$ cat config.mk
export PLATFORM = sky130hd
export DESIGN_NAME = avalon_st_framer
export DESIGN_NICKNAME = d
export VERILOG_FILES = /design/src/rtl/avalon_st_framer_pkg.sv /design/src/rtl/avalon_st_out_stage.sv /design/src/rtl/avalon_st_framer.sv
export SDC_FILE = /design/constraint.sdc
export NUM_CORES = 1
export LEC_CHECK = 0
export CAP_MARGIN = 10
export CORE_ASPECT_RATIO = 2
export CORE_UTILIZATION = 45
export CTS_CLUSTER_DIAMETER = 40
export DETAILED_ROUTE_END_ITERATION = 16
export PLACE_DENSITY = 0.78
export SLEW_MARGIN = 20
export SYNTH_ARGS = -nofsm -noshare
export SYNTH_HDL_FRONTEND = slang
export SYNTH_HIERARCHICAL = 1
export SYNTH_SLANG_ARGS = --single-unit
$ cat constraint.sdc
create_clock -name clk -period 4.2 [get_ports clk]
set_input_delay 0.42 -clock clk [delete_from_list [all_inputs] [get_ports clk]]
set_output_delay 0.42 -clock clk [all_outputs]
set_load 0.1 [all_outputs]
$ cat src/rtl/avalon_st_framer_pkg.sv
// Shared types and constants for the Avalon-ST framer: FSM state encoding,
// default header byte and the packing of one output beat.
package avalon_st_framer_pkg;

    typedef enum logic [1:0] {
        ST_HEADER  = 2'd0,
        ST_PAYLOAD = 2'd1,
        ST_TRAILER = 2'd2
    } framer_state_t;

    localparam logic [7:0] DEFAULT_HEADER_BYTE = 8'hA5;
    localparam int         BEAT_W              = 10;

    // One output beat is {sop, eop, data}.
    function automatic logic [BEAT_W-1:0] pack_beat(input logic sop, input logic eop,
                                                    input logic [7:0] data);
        return {sop, eop, data};
    endfunction

endpackage

$ cat src/rtl/avalon_st_out_stage.sv
// Single output register with valid/hold handshake. Loads only when the
// register is free, so a stalled beat stays put until the sink accepts it.
module avalon_st_out_stage
    import avalon_st_framer_pkg::*;
(
    input  logic              clk,
    input  logic              reset,
    input  logic              load,
    input  logic [BEAT_W-1:0] load_data,
    input  logic              out_ready,
    output logic              out_free,
    output logic              out_valid,
    output logic [BEAT_W-1:0] out_data
);

    logic              valid_reg;
    logic [BEAT_W-1:0] data_reg;

    assign out_free  = !valid_reg || out_ready;
    assign out_valid = valid_reg;
    assign out_data  = data_reg;

    // Valid drops when the current beat drains and nothing new is loaded.
    always_ff @(posedge clk or negedge reset) begin
        if (!reset) begin
            valid_reg <= 1'b0;
            data_reg  <= '0;
        end else if (out_free) begin
            valid_reg <= load;
            if (load) begin
                data_reg <= load_data;
            end
        end
    end

endmodule

$ cat src/rtl/avalon_st_framer.sv
// Wraps a stream of payload bytes into frames: header, PAYLOAD_LEN bytes,
// then an 8-bit additive checksum, through a single output register.
module avalon_st_framer
    import avalon_st_framer_pkg::*;
#(
    parameter int         PAYLOAD_LEN = 4,
    parameter logic [7:0] HEADER_BYTE = DEFAULT_HEADER_BYTE
) (
    input  logic        clk,
    input  logic        reset,
    input  logic        asi_valid,
    input  logic [7:0]  asi_data,
    output logic        asi_ready,
    output logic        aso_valid,
    output logic [7:0]  aso_data,
    output logic        aso_startofpacket,
    output logic        aso_endofpacket,
    input  logic        aso_ready,
    output logic [15:0] frames_sent
);

    localparam logic [7:0] LAST_IDX = 8'(PAYLOAD_LEN - 1);

    framer_state_t     state_reg, state_next;
    logic [7:0]        count_reg, count_next;
    logic [7:0]        sum_reg, sum_next;
    logic [15:0]       frames_reg;
    logic              load;
    logic [BEAT_W-1:0] load_data;
    logic              out_free;
    logic [BEAT_W-1:0] out_data;

    avalon_st_out_stage u_out_stage (
        .clk       (clk),
        .reset     (reset),
        .load      (load),
        .load_data (load_data),
        .out_ready (aso_ready),
        .out_free  (out_free),
        .out_valid (aso_valid),
        .out_data  (out_data)
    );

    assign aso_startofpacket = out_data[9];
    assign aso_endofpacket   = out_data[8];
    assign aso_data          = out_data[7:0];
    assign frames_sent       = frames_reg;

    always_ff @(posedge clk or negedge reset) begin
        if (!reset) begin
            state_reg <= ST_HEADER;
            count_reg <= 8'd0;
            sum_reg   <= 8'd0;
        end else begin
            state_reg <= state_next;
            count_reg <= count_next;
            sum_reg   <= sum_next;
        end
    end

    always_comb begin
        state_next = state_reg;
        count_next = count_reg;
        sum_next   = sum_reg;
        load       = 1'b0;
        load_data  = '0;
        asi_ready  = 1'b0;
        case (state_reg)
            ST_HEADER: begin
                // A header is only emitted once payload data is actually waiting.
                if (asi_valid && out_free) begin
                    load       = 1'b1;
                    load_data  = pack_beat(1'b1, 1'b0, HEADER_BYTE);
                    count_next = 8'd0;
                    sum_next   = 8'd0;
                    state_next = ST_PAYLOAD;
                end
            end
            ST_PAYLOAD: begin
                asi_ready = out_free;
                if (asi_valid && out_free) begin
                    load       = 1'b1;
                    load_data  = pack_beat(1'b0, 1'b0, asi_data);
                    sum_next   = sum_reg + asi_data;
                    count_next = count_reg + 8'd1;
                    if (count_reg == LAST_IDX) begin
                        state_next = ST_TRAILER;
                    end
                end
            end
            ST_TRAILER: begin
                if (out_free) begin
                    load       = 1'b1;
                    load_data  = pack_beat(1'b0, 1'b1, sum_reg);
                    state_next = ST_HEADER;
                end
            end
            default: begin
                state_next = ST_HEADER;
            end
        endcase
    end

    always_ff @(posedge clk or negedge reset) begin
        if (!reset) begin
            frames_reg <= 16'd0;
        end else if (aso_valid && aso_ready && aso_endofpacket) begin
            frames_reg <= frames_reg + 16'd1;
        end
    end

endmodule

==> impl_metrics.sql <==
INSERT INTO impl_metrics (metric_group, metric, value, unit) VALUES
('synth', 'synth_seq_cells', '45', ''),
('power', 'totalPowerFinal', '1.633', 'mW'),
('synth', 'synth-edff-count', '0', ''),
('synth', 'synthesis.instances', '229', ''),
('sta', 'timing_worst_slew_pin_value', '0.9829', 'ns'),
('floorplanning', 'die_footprint', '5644', 'um^2'),
('critical_path', 'critPathCaptureType', 'primary output', ''),
('sta', 'hold_viol', '0', ''),
('clock_network', 'clk_pin_slew_worst_paths', '0.08', 'ns'),
('clock_network', 'cts_tree', 'done', ''),
('global_routing', 'pin_count_of_the_biggest_net_entering_global_routing', '46', ''),
('sta', 'fin_skew', '0.004672', 'ns'),
('synth', 'asyncSetResetFlopFracSynth', '100.0', '%'),
('sta', 'min_period', '2.815', 'ns'),
('synth', 'synth-seq-area-share', '46.95', '%'),
('sta', 'rsz0062_at_grt', 'no', ''),
('clock_network', 'clock_insertion_delay_worst_skew', '0.30', 'ns'),
('clock_network', 'cts_post_setup_buffers_inserted', '0', ''),
('global_routing', 'globalRouteTotalUtil', '20.30', '%'),
('critical_path', 'critical_path.startpoint_type', 'input pin', ''),
('layout', 'instances_no_fill', '326', ''),
('sta', 'relSlewSlack', '34.27', '%'),
('place', 'gp_routability_congestion', '0.8012', ''),
('floorplanning', 'num_rows', '37', ''),
('route', 'route.detailed.wl_per_inst', '14.65', 'um'),
('sta', 'slew_violations', '0', ''),
('critical_path', 'crit-reg2reg-launch', 'u_out_stage/out_valid$_DFFE_PN0P_', ''),
('route', 'vias', '1813', ''),
('critical_path', 'worstSetupEndpoint', 'asi_ready', ''),
('layout', 'drive_above_1_share', '10.07', '%'),
('layout', 'number_of_fill_cells', '468', ''),
('clock_network', 'clockRootBuffer', 'sky130_fd_sc_hd__clkbuf_8', ''),
('critical_path', 'worst-path-max-fanout', '7', ''),
('power', 'static_leakage_power', '1.375', 'nW'),
('critical_path', 'regToRegEndpoint', 'u_out_stage/out_data[4]$_DFFE_PN0P_', ''),
('layout', 'flow.area_growth_from_synthesis', '22.07', '%'),
('sta', 'fmax', '355.2', 'MHz'),
('route', 'number_of_drc_violations_after_detailed_routing', '0', ''),
('place', 'placedInstanceArea', '2821', 'um^2'),
('floorplanning', 'design.core.area', '5139', 'um^2'),
('sta', 'min_period_over_period', '67.03', '%'),
('power', 'p_per_area', '557.6', 'nW/um^2'),
('clock_network', 'cts_buf_count', '5', ''),
('layout', 'number_of_flip_flops_in_the_largest_register', '16', ''),
('route', 'firstDrtPassIters', '3', ''),
('flow_run', 'drv_cap', '0', ''),
('route', 'postRouteWirelength', '4775', 'um'),
('layout', 'postLayoutCellArea', '2928', 'um^2'),
('worst_hold_path', 'hold_path.class', 'input pin to async pin', ''),
('sta', 'totalNegativeSetupSlack', '0', 'ns'),
('synth', 'synthesis.nets', '251', ''),
('floorplanning', 'fp.dieW', '53.63', 'um'),
('global_routing', 'antenna_found_initial', '0', ''),
('floorplanning', 'die-height', '105.3', 'um'),
('route', 'number_of_antenna_violating_nets_in_the_routed_design', '0', ''),
('layout', 'design.final.nets', '290', ''),
('clock_network', 'cts-hold-fix-buffers', '0', ''),
('critical_path', 'crit_type', 'input pin to primary output', ''),
('run_status', 'status', 'finished, final reports clean', ''),
('synth', 'most_used_dff_post_synth', 'sky130_fd_sc_hd__dfrtp_1', ''),
('synth', 'synth_warnings', '6', ''),
('place', 'dpl.cell_count', '319', ''),
('global_routing', 'first_global_vias', '1818', ''),
('synth', 'yosys.cell_types.count', '43', ''),
('critical_path', 'ff2ff_path_depth', '5', ''),
('place', 'dp_hpwl', '3618', 'um'),
('synth', 'synth.avg_cell_area', '10.47', 'um^2'),
('clock_network', 'cts_buffer_depth', '2', ''),
('global_routing', 'global_route.overflow_total', '0', ''),
('clock_network', 'post_cts_resize_count', '0', ''),
('clock_network', 'cts.sinks', '45', '');
-- stage by stage --
| stage | setup WS [ns] | hold slack [ns] | utilization, % |
|---|---|---|---|
| final | 1.385 | 0.1034 | 56.98 |
| after global routing | 1.323 | 0.1321 | 56.98 |
| after CTS | 1.381 | 0.3058 | 56.93 |
| after detailed placement | 1.389 | 0.4616 | 54.91 |
| after global placement | 1.406 | 0.4640 | 54.91 |
| after floorplan | 1.585 | 0.1244 | - |
-- how the worst min path moves through the flow --
stage                                startpoint                           to
floorplan                                 reset     count_reg[0]$_DFFE_PN0P_
finish                                    reset   frames_sent[6]$_DFFE_PN0P_
CTS                                       reset   frames_sent[6]$_DFFE_PN0P_
global placement    frames_sent[15]$_DFFE_PN0P_  frames_sent[15]$_DFFE_PN0P_
detailed placement  frames_sent[15]$_DFFE_PN0P_  frames_sent[15]$_DFFE_PN0P_
global route                              reset   frames_sent[3]$_DFFE_PN0P_
-- area by class of cell --
cell class / count / area, um^2 / area share (%)
clock buffers: 5 / 68.82 / 2.350
well taps: 58 / 72.57 / 2.479
multi-input cells: 172 / 1215 / 41.50
inverters: 4 / 15.01 / 0.5128
flip-flops and latches: 45 / 1126 / 38.46
clock inverters: 2 / 35.03 / 1.197
repair buffers: 40 / 395.4 / 13.50
-- synthesized netlist by cell type, types with 5 or more instances --
library cell / number / area, um^2
sky130_fd_sc_hd__mux2_4: 11 / 165.2
sky130_fd_sc_hd__xor2_1: 5 / 43.79
sky130_fd_sc_hd__xnor2_1: 14 / 122.6
sky130_fd_sc_hd__and3_1: 6 / 37.54
sky130_fd_sc_hd__nand3_1: 14 / 70.07
sky130_fd_sc_hd__a22o_1: 6 / 52.55
sky130_fd_sc_hd__o21ai_0: 15 / 75.07
sky130_fd_sc_hd__ha_1: 9 / 112.6
sky130_fd_sc_hd__clkbuf_1: 5 / 18.77
sky130_fd_sc_hd__a21oi_1: 6 / 30.03
sky130_fd_sc_hd__nor3_1: 5 / 25.02
sky130_fd_sc_hd__nand2_1: 38 / 142.6
sky130_fd_sc_hd__nor2_1: 11 / 41.29
sky130_fd_sc_hd__dfrtp_1: 45 / 1126
-- layer usage --
layer	wire length, um	GRT usage [%]	up-vias
li1	-	-	886
met1	1802	20.15	881
met2	2691	35.36	37
met3	133	4.906	9
met4	148	12.41	0
met5	0	0	-
-- worst max-delay path: stages --
cell,delay (ns)
sky130_fd_sc_hd__clkdlybuf4s50_1,0.48
sky130_fd_sc_hd__nand2b_4,0.19
sky130_fd_sc_hd__and3_1,0.17
sky130_fd_sc_hd__clkdlybuf4s50_1,1.13
-- report_power, final --
group,leakage (nW),switching [mW],internal (mW)
Sequential,0.574,0.102,0.526
Clock,0.0540,0.149,0.173
Combinational,0.747,0.430,0.252
Total,1.37,0.682,0.951
-- cell usage in the layout, fill, tap and decap left out, types with 5 or more instances in the layout --
cell type	count
sky130_fd_sc_hd__a21oi_1	6
sky130_fd_sc_hd__dfrtp_1	45
sky130_fd_sc_hd__mux2_4	11
sky130_fd_sc_hd__nand3_1	14
sky130_fd_sc_hd__clkbuf_8	5
sky130_fd_sc_hd__o21ai_0	15
sky130_fd_sc_hd__nor2_1	11
sky130_fd_sc_hd__a22o_1	6
sky130_fd_sc_hd__nand2_1	38
sky130_fd_sc_hd__xnor2_1	14
sky130_fd_sc_hd__clkdlybuf4s50_1	38
sky130_fd_sc_hd__xor2_1	5
sky130_fd_sc_hd__and3_1	6
sky130_fd_sc_hd__ha_1	9
sky130_fd_sc_hd__nor3_1	5
-- kinds of logic (layout without fill, tap and decap cells) --
| family | Yosys count | in the layout | synth area share, % |
|---|---|---|---|
| AO/OA/AOI/OAI | 41 | 41 | 11.53 |
| XOR/XNOR | 19 | 19 | 6.938 |
| adder cells (fa/ha/maj) | 10 | 10 | 5.530 |
| buffers and inverters | 12 | 51 | 2.399 |
| flip-flops | 45 | 45 | 46.95 |
| multiplexers | 15 | 15 | 8.607 |
| AND/OR/NAND/NOR | 87 | 87 | 18.05 |
Note: power is estimated with default switching activity, not from simulation.
